**config.mk**
```make
export PLATFORM = sky130hd
export DESIGN_NAME = turn_scheduler
export DESIGN_NICKNAME = d
export VERILOG_FILES = /design/src/rtl/turn_pkg.sv /design/src/rtl/ring_next_finder.sv /design/src/rtl/turn_scheduler.sv
export SDC_FILE = /design/constraint.sdc
export NUM_CORES = 1
export LEC_CHECK = 0
export BUFFER_PORTS_ARGS = -buffer_cell sky130_fd_sc_hd__buf_2
export CAP_MARGIN = 20
export CELL_PAD_IN_SITES_DETAIL_PLACEMENT = 0
export CELL_PAD_IN_SITES_GLOBAL_PLACEMENT = 1
export CORE_ASPECT_RATIO = 0.9
export CORE_MARGIN = 2
export CORE_UTILIZATION = 40
export DETAILED_ROUTE_END_ITERATION = 6
export HOLD_SLACK_MARGIN = 0.15
export PLACE_DENSITY_LB_ADDON = 0.1
export SETUP_SLACK_MARGIN = 0.5
export SYNTH_ARGS = -nofsm -noshare
export SYNTH_HDL_FRONTEND = slang
export SYNTH_SLANG_ARGS = --single-unit
```
**constraint.sdc**
```tcl
create_clock -name i_clk -period 5.2 [get_ports i_clk]
set_input_delay 0.52 -clock i_clk [delete_from_list [all_inputs] [get_ports i_clk]]
set_output_delay 0.52 -clock i_clk [all_outputs]
set_load 0.03 [all_outputs]
```
**src/rtl/turn_pkg.sv**
```systemverilog
// Shared state encoding, direction constants and configuration helpers
// for the turn scheduler.
package turn_pkg;

    typedef logic [1:0] state_t;

    localparam state_t ST_IDLE = 2'd0;
    localparam state_t ST_RUN  = 2'd1;
    localparam state_t ST_HALT = 2'd2;

    localparam logic DIR_UP   = 1'b0;
    localparam logic DIR_DOWN = 1'b1;

    // A game always needs at least two seats and never more than the board has.
    function automatic int unsigned clamp_players(input int unsigned n, input int unsigned max_p);
        if (n < 2) begin
            return 2;
        end
        if (n > max_p) begin
            return max_p;
        end
        return n;
    endfunction

endpackage

```
**src/rtl/ring_next_finder.sv**
```systemverilog
// Combinational ring search: nearest active seat after i_cur in the given
// direction among seats below i_n, plus a wrap flag and the active popcount.
module ring_next_finder
    import turn_pkg::*;
#(
    parameter int unsigned MAX_PLAYERS = 4,
    localparam int unsigned PW = $clog2(MAX_PLAYERS)
) (
    input  logic [PW-1:0]          i_cur,
    input  logic                   i_dir,
    input  logic [PW:0]            i_n,
    input  logic [MAX_PLAYERS-1:0] i_mask,
    output logic [PW-1:0]          o_next,
    output logic                   o_found,
    output logic                   o_wrap,
    output logic [PW:0]            o_count
);

    always_comb begin
        int unsigned idx;
        logic [PW-1:0] w_idx;
        idx     = 0;
        w_idx   = '0;
        o_next  = i_cur;
        o_found = 1'b0;
        o_count = '0;
        for (int i = 0; i < int'(MAX_PLAYERS); i++) begin
            o_count = o_count + {{PW{1'b0}}, i_mask[i]};
        end
        // Walk farthest-to-nearest so the nearest active seat is the last write.
        for (int k = int'(MAX_PLAYERS) - 1; k >= 1; k--) begin
            if (k < int'(i_n)) begin
                if (i_dir == DIR_UP) begin
                    idx = 32'(i_cur) + 32'(k);
                end else begin
                    idx = 32'(i_cur) + 32'(i_n) - 32'(k);
                end
                if (idx >= 32'(i_n)) begin
                    idx = idx - 32'(i_n);
                end
                w_idx = PW'(idx);
                if (i_mask[w_idx]) begin
                    o_next  = w_idx;
                    o_found = 1'b1;
                end
            end
        end
        o_wrap = o_found && ((i_dir == DIR_UP) ? (o_next < i_cur) : (o_next > i_cur));
    end

endmodule

```
**src/rtl/turn_scheduler.sv**
```systemverilog
// Turn sequencer: steps through active seats on each rising edge of i_advance,
// counts rounds, honours direction reversal and halts when one seat is left.
module turn_scheduler
    import turn_pkg::*;
#(
    parameter int unsigned MAX_PLAYERS = 4,
    parameter int unsigned ROUND_W = 8,
    localparam int unsigned PW = $clog2(MAX_PLAYERS)
) (
    input  logic                   i_clk,
    input  logic                   i_rst,
    input  logic                   i_start,
    input  logic [PW:0]            i_num_players,
    input  logic [MAX_PLAYERS-1:0] i_active_mask,
    input  logic                   i_advance,
    input  logic                   i_reverse,
    output logic [PW-1:0]          o_turn,
    output logic [MAX_PLAYERS-1:0] o_turn_onehot,
    output logic                   o_direction,
    output logic [ROUND_W-1:0]     o_round_count,
    output logic                   o_new_round,
    output logic                   o_game_active,
    output logic                   o_winner_valid,
    output logic [PW-1:0]          o_winner
);

    localparam int unsigned NW = PW + 1;

    state_t                   r_state;
    logic [NW-1:0]            r_n;
    logic [PW-1:0]            r_turn;
    logic [MAX_PLAYERS-1:0]   r_onehot;
    logic                     r_dir;
    logic [ROUND_W-1:0]       r_round;
    logic                     r_new_round;
    logic                     r_game_active;
    logic                     r_winner_valid;
    logic [PW-1:0]            r_winner;
    logic                     r_adv_q;

    logic                     w_edge;
    logic                     w_dir_eff;
    logic [MAX_PLAYERS-1:0]   w_live;
    logic [PW-1:0]            w_lone;
    logic [PW-1:0]            w_next;
    logic                     w_found;
    logic                     w_wrap;
    logic [NW-1:0]            w_count;

    assign w_edge    = i_advance & ~r_adv_q;
    assign w_dir_eff = r_dir ^ i_reverse;

    // Seats at or beyond the configured count never take part.
    always_comb begin
        w_live = '0;
        w_lone = '0;
        for (int i = 0; i < int'(MAX_PLAYERS); i++) begin
            w_live[i] = i_active_mask[i] && (i < int'(r_n));
            if (w_live[i]) begin
                w_lone = PW'(i);
            end
        end
    end

    ring_next_finder #(
        .MAX_PLAYERS (MAX_PLAYERS)
    ) u_finder (
        .i_cur   (r_turn),
        .i_dir   (w_dir_eff),
        .i_n     (r_n),
        .i_mask  (w_live),
        .o_next  (w_next),
        .o_found (w_found),
        .o_wrap  (w_wrap),
        .o_count (w_count)
    );

    always_ff @(posedge i_clk) begin
        if (i_rst) begin
            r_state        <= ST_IDLE;
            r_n            <= NW'(2);
            r_turn         <= '0;
            r_onehot       <= '0;
            r_dir          <= DIR_UP;
            r_round        <= '0;
            r_new_round    <= 1'b0;
            r_game_active  <= 1'b0;
            r_winner_valid <= 1'b0;
            r_winner       <= '0;
            r_adv_q        <= 1'b0;
        end else begin
            r_adv_q     <= i_advance;
            r_new_round <= 1'b0;
            case (r_state)
                ST_IDLE: begin
                    if (i_start) begin
                        r_state       <= ST_RUN;
                        r_n           <= NW'(clamp_players(32'(i_num_players), MAX_PLAYERS));
                        r_turn        <= '0;
                        r_onehot      <= {{(MAX_PLAYERS-1){1'b0}}, 1'b1};
                        r_dir         <= DIR_UP;
                        r_round       <= '0;
                        r_game_active <= 1'b1;
                    end
                end
                ST_RUN: begin
                    // Halting takes priority over any step or reversal this cycle.
                    if (w_count <= NW'(1)) begin
                        r_state        <= ST_HALT;
                        r_onehot       <= '0;
                        r_game_active  <= 1'b0;
                        r_winner_valid <= (w_count == NW'(1));
                        r_winner       <= w_lone;
                    end else begin
                        r_dir <= w_dir_eff;
                        if (w_edge && w_found) begin
                            r_turn   <= w_next;
                            r_onehot <= {{(MAX_PLAYERS-1){1'b0}}, 1'b1} << w_next;
                            if (w_wrap && (r_round != {ROUND_W{1'b1}})) begin
                                r_round     <= r_round + 1'b1;
                                r_new_round <= 1'b1;
                            end
                        end
                    end
                end
                default: ;
            endcase
        end
    end

    assign o_turn         = r_turn;
    assign o_turn_onehot  = r_onehot;
    assign o_direction    = r_dir;
    assign o_round_count  = r_round;
    assign o_new_round    = r_new_round;
    assign o_game_active  = r_game_active;
    assign o_winner_valid = r_winner_valid;
    assign o_winner       = r_winner;

endmodule

```
* Word-level counts from Yosys, hierarchy flattened
Index checks and enable logic that the tools add are counted.
Cells by class: add/subtract/negate cells 14, $mul 0, div/mod/pow operators 0, $lt $le $gt $ge 15, equal/unequal tests 9, shift-type cells 1, mux-type cells 70, bitwise gates (word level) 5, reduce and logical (&&, ||, !) cells 17
Operators by type and width (number):
- $mux 32 | 6
- $ge 32x3->1 | 3
- $sub 32x2->32 const B | 2
- $mux 2 | 20
- $mux 8 | 4
- $sub 32x1->32 const B | 1
- $mux 1 | 25
- $pmux 8 s2 | 1
- $mux 4 | 3
- $ne 2x2->1 const B | 5
- $lt 2x3->1 const B | 3
- $mux 3 | 3
- $reduce_and 3->1 | 3
- $add 8x1->8 const B | 1
- $ne 8x8->1 const B | 1
- $pmux 2 s2 | 2
- $pmux 4 s2 | 1
- $logic_and 1x1->1 | 7
- $add 2x2->3 const B | 2
- $add 3x1->3 | 2
- $bmux 1 s2 | 3
- $lt 1x3->1 const A | 2
- $lt 2x3->1 const A | 2
- $sub 2x2->2 | 3
- other kinds (22) | 26
Word-level totals: flip-flop bits (word level) 26, bits in latches 0, bits in writable memories 0, bits in read-only memories 0, input bits 12, output and inout bits 20, logic and storage cells 142, memories 0

* Depth between registers and ports, before layout
Gate-level depths: netlist (run 1).
depth in word-level cells 23, mapped depth 26

* Modules after synthesis
From an unflattened synthesis (run 1), not the netlist that was laid out.
Second synthesis, totals: cell total of the unflattened synthesis 317, area total of the unflattened synthesis 2565.0 um^2
Modules (own cells, without submodules):
- ring_next_finder | instances 1, cells an instance 168, area an instance 1295.0 um^2
- turn_scheduler | instances 1, cells an instance 149, area an instance 1270.0 um^2

* Least setup slack after synthesis (run 1)
No wires, ideal clock.
path kind reg-to-reg, start point register r_turn[0] (netlist: o_turn[0]), end point register r_round[3] (netlist: o_round_count[3]), arrival time 5.758 ns, data required time 5.140 ns, path slack -0.618 ns, stages on the path, launching flop included 26, path buffers 0, cells stage by stage dfxtp_1 -> ha_1 -> inv_1 -> fa_1 -> nor2b_1 -> nor2_1 -> inv_1 -> ha_1 -> nand2_1 -> o21ai_0 -> ha_1 -> a221oi_4 -> mux2_4 -> o21ai_2 -> a311oi_4 -> a2111oi_1 -> o21a_1 -> inv_2 -> ha_1 -> nor2b_1 -> o21ai_0 -> o31ai_1 -> a31oi_1 -> nand4_1 -> or4_1 -> nand2_1
Between the ends: word-level cells in the longest chain between the ends 21, elaborated cells between the ends (all ways) 52, classes of those cells add/sub: 10; order compare: 5; eq/ne: 2; mux: 31; reduce/logical: 4
RTL lines:
- start, declared | RTL line turn_scheduler.sv:31 | logic [PW-1:0] r_turn;
- start signal, assigned | RTL line turn_scheduler.sv:117 | r_turn <= w_next;
- $add 2x3->4 | RTL line ring_next_finder.sv:36 | idx = 32'(i_cur) + 32'(i_n) - 32'(k);
- $sub 32x2->32 | RTL line ring_next_finder.sv:36
- $mux 32 | RTL line ring_next_finder.sv:33 | if (i_dir == DIR_UP) begin
- $mux 32 | RTL line ring_next_finder.sv:32 | if (k < int'(i_n)) begin
- $ge 32x3->1 / $sub 2x2->2 (equally long branches) | RTL line ring_next_finder.sv:38, ring_next_finder.sv:39
- $mux 2 | RTL line ring_next_finder.sv:38 | if (idx >= 32'(i_n)) begin
- $mux 2 | RTL line ring_next_finder.sv:32
- $bmux 1 s2 | RTL line ring_next_finder.sv:42 | if (i_mask[w_idx]) begin
- [5 not listed]
- $mux 2 | RTL line ring_next_finder.sv:42
- $mux 2 | RTL line ring_next_finder.sv:32
- $lt 2x2->1 / $gt 2x2->1 (equally long branches) | RTL line ring_next_finder.sv:48 | o_wrap = o_found && ((i_dir == DIR_UP) ? (o_next < i_cur) : (o_next > i_cur));
- $mux 1 | RTL line ring_next_finder.sv:48
- $logic_and 1x1->1 | RTL line ring_next_finder.sv:48
- $logic_and 1x1->1 | RTL line turn_scheduler.sv:119 | if (w_wrap && (r_round != {ROUND_W{1'b1}})) begin
- $ne 2x2->1 (no source line)
- $reduce_and 5->1 (no source line) (*)
- end signal, assigned | RTL line turn_scheduler.sv:120 | r_round <= r_round + 1'b1;
- end, declared | RTL line turn_scheduler.sv:34 | logic [ROUND_W-1:0] r_round;
Mark *: on every way between the ends. The rest lies on a longest branch, timed or not. The select of a mux whose other input is x is not followed. A chain may end at the register's enable or synchronous reset.

* Worst setup path in the final report (run 1)
start point register r_turn[0] (netlist: o_turn[0]), end point register r_round[5] (netlist: o_round_count[5])
Same word-level chain as after synthesis.

==> impl_results.md, run 1 <==
* Initial antenna violation count at 0
* Count of endpoints failing setup in the final report at 0
* Power per cell area at roughly 230 nW/um2
* Place WS at -0.112 ns
* Cell count after synthesis at between 200 and 300
* Worst slew margin at 0.479
* Power Internal at 483 uW
* Diode count at 0
* Clk pwr share at 0.149
* Detailed placement HPWL at 5.75 mm
* Required @ worst endpoint at 5.41 ns
* Iter 0 DRT Violations at 186
* Status: completed
* Die height at about 80 um
* Tightest Pin Transition at approximately 0.78 ns
* Final hold violation count at 0
* Residual DRC at 0
* CP Cell Sequence: ha_4 -> inv_2 -> fa_2 -> buf_6 -> mux2i_2 -> inv_1 -> ha_1 -> a21bo_2 -> a221oi_4 -> mux2_4 -> o21ai_4 -> a311oi_4 -> a2111oi_4 -> o21a_1 -> inv_2 -> ha_4 -> nor2b_4 -> nor2b_1 -> o31ai_1 -> a31oi_2 -> buf_4 -> nand4_1 -> or3_1 -> a21oi_1
* CP Capture Type: flop
* Die width at between 80 and 90 um
* Share of layout cells above drive strength 1 at 0.389
* Critical Path AT at 5.39 ns
* Final nets at 419
* Tot GR Track Use at 0.227
* Tcrit/Tclk final at 0.996
* Gpl congestion at 0.903
* Net Switching at 328 uW
* Fin cells at 462
* CTS tree: yes
* Layout Skew at 0.00684 ns
* Mean post-synth cell area at 8.58 um2
* Count of pins over their slew limit at 0
* Tot Pwr at 810 uW
* Hold Crit Endpoint: r_adv_q
* Routed WL at about 7.6 mm
* Post-synth ARST share at 0
* Leak Pwr at about 0.0015 uW
* Post-placement cell count at 432
* Total clock sinks at 25
* Port Buffer Count at 31
* Maximum clock frequency at 193 MHz
* Largest net degree at the start of global routing at 19
* Layout Utilization at 0.563
* Vias at around 2600
* WL met3 at ~340 um
* Comb pwr share at 0.598
* Syn_nets at around 340
* Initial cell density of the core at 0.416
* CP startpoint kind: flop
* Ports at 32
* CTS Buffer Depth at 2
* Final antenna-violating net count at 0
* HP Start: i_advance
* RSZ-0062 raised after global routing: true
* R2R depth at 24
* Clock-pin slew on the worst setup and hold paths at 0.09 ns
* Net Sw Frac at 0.404
* CP peak stage delay at roughly 0.5 ns
* Synth Register Bits at 25
* DRT Pass-1 Iters at 5
* Fill count at ~570
* Most common cell after layout, fill and taps aside: buf_4
* Layout Area Growth over Synthesis at 35.5%
* Commonest register cell after synthesis: dfxtp_1
* End of the worst register-to-register path: o_round_count[5]
* Buf/Inv on CP at 5
* Die area at 7050 um2
* CP max FO at 5
* Post-route worst setup slack at 0.0206 ns
* Worst-skew pair later-pin latency at 0.28 ns
* Core Region at 6150 um2
* CP delay by family, top: compound AO/OA/AOI/OAI gates
* DR vias/cell at 5.61
* Worst hold-check path type: in -> reg
* Yosys cell types at 69
* Reg-to-reg critical path startpoint: o_turn[0]
* GRT Residual Overflow at 0
* Max IR drop VDD at 0.148 mV
* Register area share after synthesis at 0.196
* FF-to-FF setup slack at about 0.021 ns
* Routed wl met2 at around 3.6 mm
* Max-Cap Viols at 0
* Setup CP Type: reg -> reg
* Most frequent cells in the layout: buf_4 (47), buf_2 (31), nand2_1 (24)
* Row cnt at 27
* Vias in the first global route at about 2400
* Cts bufs inserted at 3
* Wl on met1 at around 3.6 mm
* Drt wl/cell at between 15 and 20 um
* Crit-path slowest cell: fa_2
* Reg power frac at 0.254
* Min Tclk post-route at 5.18 ns
* H-tree Lvls at 1
* First-pass GRT wire length at 12.5 mm
* Cell area after synthesis at approximately 2600 um2
* Post-synth EDFFs at 0
* Root Buffer: clkbuf_8
* Top layer in use: met4
* Yosys warns at 0
* WHS Path Cells at 2
final cells by class:
type / count / area [um2] / area share
Clock buffer: 3 / 41.3 / 0.0119
Clock inverter: 1 / 5.00 / 0.00145
Inverter: 20 / 75.1 / 0.0217
Multi-Input combinational cell: 244 / 2150 / 0.621
Sequential cell: 25 / 510 / 0.147
Tap cell: 87 / 109 / 0.0314
Timing Repair Buffer: 82 / 571 / 0.165
worst max-delay path by stage:
stage                     startpoint                to  slack, ns  cells after the start
after global placement     i_reverse  o_round_count[5]      -0.02                     22
after floorplan            o_turn[1]  o_round_count[3]     -0.006                     22
after detailed placement   i_reverse  o_round_count[5]      -0.11                     22
final                      o_turn[0]  o_round_count[5]       0.02                     24
after CTS                     r_n[0]  o_round_count[4]       0.04                     26
after global routing       o_turn[0]  o_round_count[5]      -0.24                     24
power groups by stage:
stage | combinational (uW) | sequential [uW] | clock, uW
final | 484 | 206 | 120
after CTS | 455 | 206 | 125
after global routing | 524 | 207 | 131
after global placement | 394 | 210 | 0
after detailed placement | 397 | 210 | 0
after floorplan | 272 | 222 | 0
what timing repair did:
item / CTS / global route
buffers inserted: 22 / 4
resized for setup: 15 / 6
hold buffers: 0 / 0
pin swaps: 11 / 10
endpoints found under the setup margin: 9 / 15
kinds of logic after synthesis:
family | after synthesis | synth area share
AOI/OAI and AO/OA | 91 | 0.281
xor gates and xnor gates | 4 | 0.0166
buffers and inverters | 29 | 0.0489
and+or+nand+nor | 101 | 0.206
adders and majority gates | 31 | 0.166
DFF | 25 | 0.196
muxes | 17 | 0.0847
flip-flops by register name, summed over array words and instances (netlist names):
signal / flops
r_n: 3
r_state: 2
o_direction: 1
o_winner_valid: 1
o_round_count: 8
r_adv_q: 1
o_turn: 2
o_turn_onehot: 4
o_new_round: 1
o_winner: 2
Yosys cell counts (all sizes together) (2+ instances only):
cell type / instances / area (um2)
a2111oi: 2 / 18.8
a21bo: 3 / 30.0
a21boi: 2 / 15.0
a21oi: 24 / 124
a221oi: 3 / 43.8
a311oi: 2 / 41.3
a31oi: 3 / 18.8
a32o: 2 / 20.0
and2: 6 / 37.5
and3: 5 / 31.3
buf: 3 / 27.5
clkbuf: 6 / 22.5
dfxtp: 25 / 500
fa: 5 / 100
ha: 26 / 325
inv: 19 / 71.3
mux2: 5 / 63.8
mux2i: 10 / 108
mux4: 2 / 45.0
nand2: 24 / 90.1
nand2b: 8 / 50.1
nand3: 8 / 40.0
nand4: 5 / 31.3
nor2: 20 / 75.1
nor2b: 7 / 43.8
nor3: 5 / 25.0
nor3b: 3 / 32.5
o2111ai: 3 / 26.3
o211ai: 4 / 30.0
o21a: 4 / 30.0
o21ai: 17 / 96.4
o2bb2ai: 2 / 17.5
o31a: 3 / 26.3
o31ai: 2 / 15.0
o32ai: 2 / 25.0
o41ai: 2 / 36.3
or3: 5 / 31.3
xor2: 3 / 33.8
stage by stage:
step           TNS [ns]  cell area, um2  hold slack [ns]
2_1_floorplan  -0.00621            2680            0.528
3_3_place_gp    -0.0222            3080            0.474
3_5_place_dp     -0.546            3080            0.479
4_1_cts               0            3380            0.447
5_1_grt           -1.16            3460            0.467
6_report              0            3460            0.459
worst reg2reg max path: cells and delay by family (launching register included):
kind,cells,cell delay (ns)
compound gates,9,1.78
fa+ha+maj,4,1.19
simple gates,4,0.71
buf+inv,5,0.54
mux,2,0.54
flops,1,0.36
metal layers:
metal  up-vias  track usage
met1      1252        0.332
met2        74        0.356
li1       1261            -
met4         0       0.0545
met3         7       0.0238
met5         -            0
(Power assumes the default switching activity.)
==> inputs of run 2 (changes only) <==
--- a/config.mk
+++ b/config.mk
@@ -11,7 +11,7 @@
 export CELL_PAD_IN_SITES_GLOBAL_PLACEMENT = 1
 export CORE_ASPECT_RATIO = 0.9
 export CORE_MARGIN = 2
-export CORE_UTILIZATION = 40
+export CORE_UTILIZATION = 44
 export DETAILED_ROUTE_END_ITERATION = 6
 export HOLD_SLACK_MARGIN = 0.15
 export PLACE_DENSITY_LB_ADDON = 0.1
==> constraint.sdc (replaced) <==
create_clock -name i_clk -period 5.5 [get_ports i_clk]
set_input_delay 0.55 -clock i_clk [delete_from_list [all_inputs] [get_ports i_clk]]
set_output_delay 0.55 -clock i_clk [all_outputs]
set_load 0.03 [all_outputs]
==> run 2 against run 1 <==
Compared with the run above:
- maximum frequency fell by 1.2%
- sequential share of layout area grew 0.81 points
- highest routed layer unchanged
- die area is 8.7% lower
- largest power group unchanged
- hold slack improved by 0.040 ns
- count of clock-buffer cells in the layout is the same
- clock power fell by 6%
- design area fell by 5.2%
- clock skew up 0.0037 ns
- register-to-register slack gained 0.24 ns
- sequential power is 5% lower
==> impl_results.md, run 2 (synthesis results as in run 1) <==
* Dpl cell area at 2990 um2 (-3.1%)
* Fin cells at 428 (-7.4%)
* Detailed placement HPWL at 5.54 mm (-3.7%)
* CP startpoint kind: flop
* Met2 Resource Use GR at 0.371 (+0.0142)
* Max IR drop VDD at 0.126 mV (-15%)
* DRT Pass-1 Iters at 4 (-1)
* Net Switching at 300 uW (-8.5%)
* Clk pwr share at 0.153 (+0.004)
* Net Sw Frac at 0.405 (+0.000567)
* Largest net degree at the start of global routing at 20 (+1)
* Worst-skew pair later-pin latency at 0.28 ns (about the same)
* Worst hold-check path type: reg -> reg
* Layout Skew at 0.0105 ns (+0.00366 ns)
* Min Tclk post-route at 5.24 ns (+0.0621 ns)
* Required @ worst endpoint at 5.72 ns (+0.31 ns)
* First-pass GRT wire length at 12.1 mm (-3.6%)
* Core Region at 5660 um2 (-7.9%)
* Area of the multi-input gates at 2140 um2 (-0.41%)
* Final hold violation count at 0 (unchanged)
* Met3 usage at 0.0293 (+0.00547)
* Maximum clock frequency at 191 MHz (-1.2%)
* Max reg flops at 8 (unchanged)
* Post-placement cell count at 405 (-6.3%)
* Initial cell density of the core at 0.452 (+0.0358)
* Most frequent cells in the layout: buf_4 (32), buf_2 (31), nand2_1 (24)
* Reg-to-reg critical path startpoint: o_turn[0]
* H-tree Lvls at 1 (unchanged)
* Max-Cap Viols at 0 (unchanged)
* Cts bufs inserted at 3 (unchanged)
* Reg power frac at 0.263 (+0.009)
* Routed WL at 7.21 mm (-5.6%)
* Buf/Inv on CP at 4 (-1)
* Final nets at 402 (-4.1%)
* Tot GR Track Use at 0.231 (+0.00388)
* Critical Path AT at 5.46 ns (+0.07 ns)
* CP delay by family, top: adder cells
* Port Buffer Count at 31 (unchanged)
* Root Buffer: clkbuf_8
* Final instance area at 3280 um2 (-5.2%)
* Comb pwr share at 0.584 (-0.014)
* CTS Buffer Depth at 2 (unchanged)
* GRT Residual Overflow at 0 (unchanged)
* Leak Pwr at 0.00140 uW (-6.6%)
* Ports at 32 (unchanged)
* CP peak stage delay at 0.64 ns (+0.14 ns)
* Hold-fix buffers, CTS at 0 (unchanged)
* CTS tree: yes
* RSZ-0062 raised after global routing: true
* CP Cell Sequence: ha_4 -> inv_2 -> fa_2 -> ha_4 -> nor2_4 -> a21oi_2 -> buf_6 -> fa_2 -> mux4_2 -> o211ai_1 -> o31a_1 -> o41ai_4 -> o21a_1 -> inv_2 -> ha_4 -> nor2b_4 -> o21ai_2 -> o31ai_1 -> a31oi_2 -> buf_4 -> nand4_1 -> or4_1 -> nand2_1
* Count of endpoints failing setup in the final report at 0 (unchanged)
* Die height at 76.3 um (-4.4%)
* Gpl congestion at 0.893 (-1.1%)
* Status: completed
* Final antenna-violating net count at 0 (unchanged)
* Initial antenna violation count at 0 (unchanged)
* Storage cell area at 510 um2 (unchanged)
* Die width at 84.3 um (-4.4%)
* M1 GR Usage at 0.330 (-0.00255)
* Share of layout cells above drive strength 1 at 0.369 (-0.0206)
* Power Internal at 441 uW (-8.7%)
* Sum Neg Setup Slack at 0 ns (unchanged)
* Most frequent CP cell: ha_4
* Drt wl/cell at 16.9 um (+1.9%)
* Worst slew margin at 0.380 (-0.0986)
* CP max FO at 5 (unchanged)
* Crit-path slowest cell: fa_2
* Most common cell after layout, fill and taps aside: buf_4
* Total clock sinks at 25 (unchanged)
* HP Start: o_winner_valid
* Fill count at 541 (-5.4%)
* Layout Area Growth over Synthesis at 28.4%
* Crit. Startpoint: o_turn[0]
* Tightest Pin Transition at 0.927 ns (+0.145 ns)
* Power per cell area at 225 nW/um2 (-3.6%)
* Count of pins over their slew limit at 0 (unchanged)
* Top Usage Layer GRT: met2
* Row cnt at 26 (-3.7%)
* Setup CP Type: reg -> reg
* Vias in the first global route at 2409 (-1.5%)
* Clock-pin slew on the worst setup and hold paths at 0.10 ns (about the same)
* Diode count at 0 (unchanged)
* CP Capture Type: flop
* Vias at 2497 (-3.7%)
* Tcrit/Tclk final at 0.953 (-0.0430)
* Iter 0 DRT Violations at 172 (-7.5%)
* Die area at 6440 um2 (-8.7%)
* DR vias/cell at 5.83 (+3.9%)
* Residual DRC at 0 (unchanged)
-- run 2: changes by cell type in the layout (fill, tap and decap cells not counted), moves of 2 or more --
cell / previous run / this run
buf_12: 2 / 0
ha_4: 4 / 6
nand3_2: 2 / 0
buf_4: 47 / 32
a21oi_1: 21 / 19
o21ai_2: 0 / 3
o21ai_4: 3 / 1
nand3_1: 6 / 8
a21oi_2: 3 / 5
-- run 2: worst paths after layout --
check                                   endpoint  slack (ns)  cells past startpoint
worst min register to register    o_winner_valid        0.50                      2
worst max register to register  o_round_count[3]        0.26                     23
worst min-delay path              o_winner_valid        0.50                      2
worst max-delay path            o_round_count[3]        0.26                     23
-- run 2: layer usage --
layer	wire length, um	vias up
met5	0	-
met4	124	0
met3	316	11
met2	3260	64
met1	3510	1185
li1	-	1237
-- run 2: layout make-up --
class                   count  area share
inverters                  20      0.0236
clock buffers               3      0.0126
multi-input cells         244       0.653
repair buffers             65       0.127
clock inverters             1     0.00152
flip-flops and latches     25       0.155
well taps                  70      0.0267
-- run 2: metrics by stage --
step | total power [uW] | hold slack, ns | worst slack (ns) | utilization
global route | 794 | 0.493 | 0.0236 | 0.580
detailed placement | 557 | 0.478 | 0.111 | 0.528
floorplan | 468 | 0.528 | 0.294 | -
finish | 740 | 0.499 | 0.258 | 0.580
global placement | 555 | 0.470 | 0.150 | 0.528
CTS | 715 | 0.496 | 0.244 | 0.565
-- run 2: worst register-to-register path: stages, from the launching register on --
cell	delay (ns)
dfxtp_4	0.36
ha_4	0.13
inv_2	0.04
fa_2	0.64
ha_4	0.24
nor2_4	0.10
a21oi_2	0.06
buf_6	0.16
fa_2	0.58
mux4_2	0.50
o211ai_1	0.13
o31a_1	0.30
o41ai_4	0.13
o21a_1	0.24
inv_2	0.08
ha_4	0.19
nor2b_4	0.12
o21ai_2	0.10
o31ai_1	0.09
a31oi_2	0.17
buf_4	0.15
nand4_1	0.11
or4_1	0.50
nand2_1	0.06
-- run 2: power by group through the flow --
stage	logic [uW]	clock network, uW	registers [uW]
2_1_floorplan	258	0	210
3_3_place_gp	356	0	199
3_5_place_dp	358	0	199
4_1_cts	401	119	195
5_1_grt	473	124	196
6_report	433	113	195
-- run 2: repair_timing --
item,CTS,global route
buffers inserted,13,6
gates resized for setup,15,7
cloned,0,0
endpoints found under the setup margin,9,9
pin swaps,25,8
